`src/rtl/jtframe_ram_loader.sv`:
```
// jtframe_ram_loader: sits in front of a clock-enabled RAM write port.
// After reset it fills the RAM with CLR_VAL, while a download is active it
// copies download bytes that land in the address window into the RAM, and
// otherwise it hands the port straight to the CPU.
module jtframe_ram_loader #(
  parameter int          dw      = 8,
  parameter int          aw      = 10,
  parameter logic [21:0] START   = 22'd0,
  parameter logic [dw-1:0] CLR_VAL = '0
) (
  input  logic          clk,
  input  logic          rst,
  input  logic          cen,
  input  logic          downloading,
  input  logic [21:0]   ioctl_addr,
  input  logic [7:0]    ioctl_data,
  input  logic          ioctl_wr,
  input  logic [aw-1:0] cpu_addr,
  input  logic [dw-1:0] cpu_din,
  input  logic          cpu_we,
  output logic [aw-1:0] ram_addr,
  output logic [dw-1:0] ram_data,
  output logic          ram_we,
  output logic          ram_cen,
  output logic          busy
);

  typedef enum logic [1:0] {CLEAR, LOAD, RUN} state_t;

  // Window size in download bytes: one byte per word for dw=8, two for dw=16.
  localparam logic [31:0]   WIN_SIZE = 32'((2 ** aw) * (dw / 8));
  localparam logic [aw-1:0] CNT_LAST = '1;

  state_t        state_reg, state_next;
  logic [aw-1:0] cnt_reg,   cnt_next;
  logic [aw-1:0] addr_reg,  addr_next;
  logic [dw-1:0] data_reg,  data_next;
  logic          we_reg,    we_next;
  logic [7:0]    latch_reg, latch_next;

  logic [21:0]   offset;
  logic          in_window;
  logic [aw-1:0] load_addr;
  logic [dw-1:0] load_data;
  logic          load_fire;
  logic          pass;

  assign offset    = ioctl_addr - START;
  assign in_window = (ioctl_addr >= START) && ({10'd0, offset} < WIN_SIZE);

  // Byte-to-word mapping: 16-bit RAMs pack bytes little-endian and only
  // write on the odd byte, using the latched even byte as the low half.
  generate
    if (dw == 16) begin : g_w16
      assign load_addr = offset[aw:1];
      assign load_data = {ioctl_data, latch_reg};
      assign load_fire = offset[0];
    end else begin : g_w8
      assign load_addr = offset[aw-1:0];
      assign load_data = ioctl_data;
      assign load_fire = 1'b1;
    end
  endgenerate

  // State and write-port registers; reset aborts any clear or download.
  always_ff @(posedge clk or posedge rst) begin
    if (rst) begin
      state_reg <= CLEAR;
      cnt_reg   <= '0;
      addr_reg  <= '0;
      data_reg  <= '0;
      we_reg    <= 1'b0;
      latch_reg <= '0;
    end else begin
      state_reg <= state_next;
      cnt_reg   <= cnt_next;
      addr_reg  <= addr_next;
      data_reg  <= data_next;
      we_reg    <= we_next;
      latch_reg <= latch_next;
    end
  end

  // Next-state logic; the write strobe defaults low so it lasts one clk.
  always_comb begin
    state_next = state_reg;
    cnt_next   = cnt_reg;
    addr_next  = addr_reg;
    data_next  = data_reg;
    we_next    = 1'b0;
    latch_next = latch_reg;
    case (state_reg)
      CLEAR: begin
        addr_next = cnt_reg;
        data_next = CLR_VAL;
        we_next   = 1'b1;
        // End test happens before the increment so the counter never wraps.
        if (cnt_reg == CNT_LAST) state_next = RUN;
        else                     cnt_next   = cnt_reg + 1'b1;
        if (downloading) begin
          state_next = LOAD;
          latch_next = '0;
        end
      end
      LOAD: begin
        if (ioctl_wr && in_window) begin
          if (load_fire) begin
            addr_next = load_addr;
            data_next = load_data;
            we_next   = 1'b1;
          end else begin
            latch_next = ioctl_data;
          end
        end
        if (!downloading) state_next = RUN;
      end
      RUN: begin
        if (downloading) begin
          state_next = LOAD;
          latch_next = '0;
        end
      end
      default: state_next = CLEAR;
    endcase
  end

  // A write registered on the edge that enters RUN is still shown for its
  // clk before the port is handed to the CPU.
  assign pass     = (state_reg == RUN) && !we_reg;
  assign ram_addr = pass ? cpu_addr : addr_reg;
  assign ram_data = pass ? cpu_din  : data_reg;
  assign ram_we   = pass ? cpu_we   : we_reg;
  assign ram_cen  = pass ? cen      : 1'b1;
  assign busy     = !pass;

endmodule

```
`config.mk`:
```
export PLATFORM = sky130hd
export DESIGN_NAME = jtframe_ram_loader
export DESIGN_NICKNAME = d
export VERILOG_FILES = /design/src/rtl/jtframe_ram_loader.sv
export SDC_FILE = /design/constraint.sdc
export NUM_CORES = 1
export LEC_CHECK = 0
export ABC_AREA = 1
export CORE_ASPECT_RATIO = 1.5
export CORE_MARGIN = 5
export CORE_UTILIZATION = 28
export CTS_CLUSTER_DIAMETER = 40
export CTS_CLUSTER_SIZE = 16
export DETAILED_ROUTE_END_ITERATION = 7
export PLACE_DENSITY = 0.61
export SKIP_LAST_GASP = 1
export SLEW_MARGIN = 40
export SYNTH_ARGS = -nofsm -noshare
export SYNTH_HDL_FRONTEND = slang
export SYNTH_SLANG_ARGS = --single-unit
```
`constraint.sdc`:
```
create_clock -name clk -period 3.2 [get_ports clk]
set_input_delay 0.48 -clock clk [delete_from_list [all_inputs] [get_ports clk]]
set_output_delay 0.48 -clock clk [all_outputs]
set_load 0.01 [all_outputs]
```
==> out/summary.txt <==
RSZ-0062 raised after global routing - false
critical path fanouts, max - 18
hold depth - 2
register area share after synthesis - 42.0%
CTS Sinks - 31
routed vias/inst - 4.43
register area - 776 um^2
Reg2Reg Setup Slack - 1350 ps
fraction of registers with async set or reset after synthesis - 100%
min Tclk post-route - 2530 ps
total grt overflow - 0
filler cell count in the final layout - 699
Hold Crit Class - reg -> reg
FMAX - 396 MHz
Via Count - 1,890
RePlAce Congestion - 0.776
Hold-fix buffers, CTS - 0
Synth area leader - dfrtp_1
reg2reg path depth - 8
Multi-input gate area - 968 um^2
Mapped Cells - 276
CP arrival - 2050 ps
Post-DRT Antenna Nets - 0
maxcap violations - 0
Root Buffer - clkbuf_8
layout cell share with drive strength beyond 1 - 5.98%
reg-to-reg endpoint - cnt_reg[9]
Crit-path slowest cell - clkdlybuf4s50_1
setup TNS - 0 ps
launch point of the worst reg-to-reg path - cnt_reg[0]
CTS tree - built
chip width - 76.3 um
n_diodes - 0
worst-margin pin slew - 491 ps
CP Buf/Inv Count - 3
Crit path max-delay family - buffers and inverters
HP Start - data_reg[6]
leakage power - 1.42 nW
Crit path largest cell delay - 470 ps
clock buffer count from CTS - 5
post_cts resized - 0
I/O pins - 75
Synth Flop Type - dfrtp_1
area delta synth->final - 49.9%
WP data required - 2720 ps
DR pass1 iterations - 4
critical path cell sequence - inv_1 > nor2_1 > nand2_1 > clkinv_1 > nand2_1 > nand2_1 > clkdlybuf4s50_1
largest net degree at the start of global routing - 32
Hold Crit Endpoint - data_reg[6]
Yosys cell types - 25
global-route wire length before repair - 8340 um
Placeable Area - 6490 um^2
Final Hold Fails - 0
Setup Viol. Count Final - 0
Remaining DRCs - 0
Power Density - 457 nW/um^2
Max clock buf depth - 2
wire per inst - 12.0 um
top post-synthesis cells by area - dfrtp_1 42%, nand2_1 31%, nand3_1 8.4%
crit path launch type - flip-flop
vias in the first global route - 1,855
Rows - 36
chip height - 109 um
CP endpoint kind - output pin
Die ar. - 8350 um^2
Worst path depth - 7
port bufs - 74
syn_area_per_cell - 6.69 um^2
Final Max Slew Viols - 0
number of synthesized flops with an enable pin - 0
critical path type - reg -> out
post-CTS setup buffer count - 0
flip-flop and latch count after synthesis - 31
commonest non-fill, non-tap cells in the layout - 153 x nand2_1, 74 x clkdlybuf4s50_1, 31 x nand3_1, 31 x dfrtp_1, 12 x nor2_1
nets - 405
DR iter-0 viols - 99
Clock Skew - 6.33 ps
Netlist Area Pre-Place - 1850 um^2
Slew HR - 67.1%
top cell type's share of synthesized area - 42.0%
Peak supply drop - 235 uV
Initial Utilization - 28.5%
CP most frequent cell - nand2_1
status - complete, no violations
fin crit share - 78.9%
placed wire-length estimate - 4070 um
H-Tree Depth - 2
commonest non-fill, non-tap cell in the layout - nand2_1
Worst-path clk slew - 70 ps
GRT Util Overall - 12.2%
Synth Warn # - 0
worst skew pair latency - 280 ps
initial antenna violation count - 0
post-layout util - 42.7%
syn_nets - 331
wirelength, routed - 5140 um
-- Yosys cell counts, types with 2 or more instances --
cell,count
nor2_2,2
nand2_4,2
nand3_1,31
nand4_1,2
xnor2_1,2
xor2_1,2
o21ai_0,6
clkbuf_1,3
nand2_1,153
nand3b_1,2
buf_2,4
inv_1,11
inv_2,3
dfrtp_1,31
nor2_1,12
-- worst register-to-register path, cell delays in order (launching register included) --
cell and delay [ps]:
dfrtp_1 430, ha_1 230, nand3_1 100, nor2_2 210, nand2_1 130, nand2_1 320
inv_2 170, nand2_1 100, nand2_1 50
-- metal layers --
layer	vias to the layer above	GRT usage, %	routed length (um)
met2	47	23.7	2810
met3	9	2.38	223
met4	0	5.25	141
li1	1001	-	-
met5	-	0	0
met1	833	12.6	1960
-- cell type report --
cell class              instances  area share (%)
well taps                      76            3.43
clock inverters                 2            1.27
inverters                      15            2.03
flip-flops and latches         31            28.0
repair buffers                 76            27.3
clock buffers                   6            2.98
multi-input cells             221            35.0
-- cell families (layout without fill, tap and decap cells) --
logic type      after synthesis  after routing  synth area share [%]
simple gates                209            209                  48.0
flops                        31             31                  42.0
buf+inv                      24             99                  5.56
compound gates                7              7                  1.90
xor+xnor                      4              4                  1.90
fa+ha+maj                     1              1                 0.677
-- report_power, final --
group          leakage, nW  internal, W  switching (W)
sequential           0.413     0.000450      0.0000587
clock               0.0612     0.000252       0.000145
combinational        0.948     0.000192       0.000167
total                 1.42     0.000894       0.000371
-- how the worst max path moves through the flow --
stage	from	endpoint	slack, ps
final	state_reg[1]	ram_data[0]	670
after global routing	state_reg[1]	ram_addr[6]	510
after CTS	state_reg[1]	ram_data[0]	640
after detailed placement	state_reg[1]	ram_addr[8]	950
after global placement	state_reg[1]	ram_addr[1]	970
after floorplan	state_reg[1]	ram_cen	1570
-- through the flow --
stage	total power [W]	area [um^2]	hold slack (ps)	setup slack (ps)	instances
3_3_place_gp	0.000874	2650	485	974	419
2_1_floorplan	0.000705	1850	469	1570	276
4_1_cts	0.00128	2770	503	640	427
6_report	0.00127	2770	500	674	427
5_1_grt	0.00135	2770	527	505	427
3_5_place_dp	0.000881	2650	487	949	419
(Power assumes the default switching activity.)
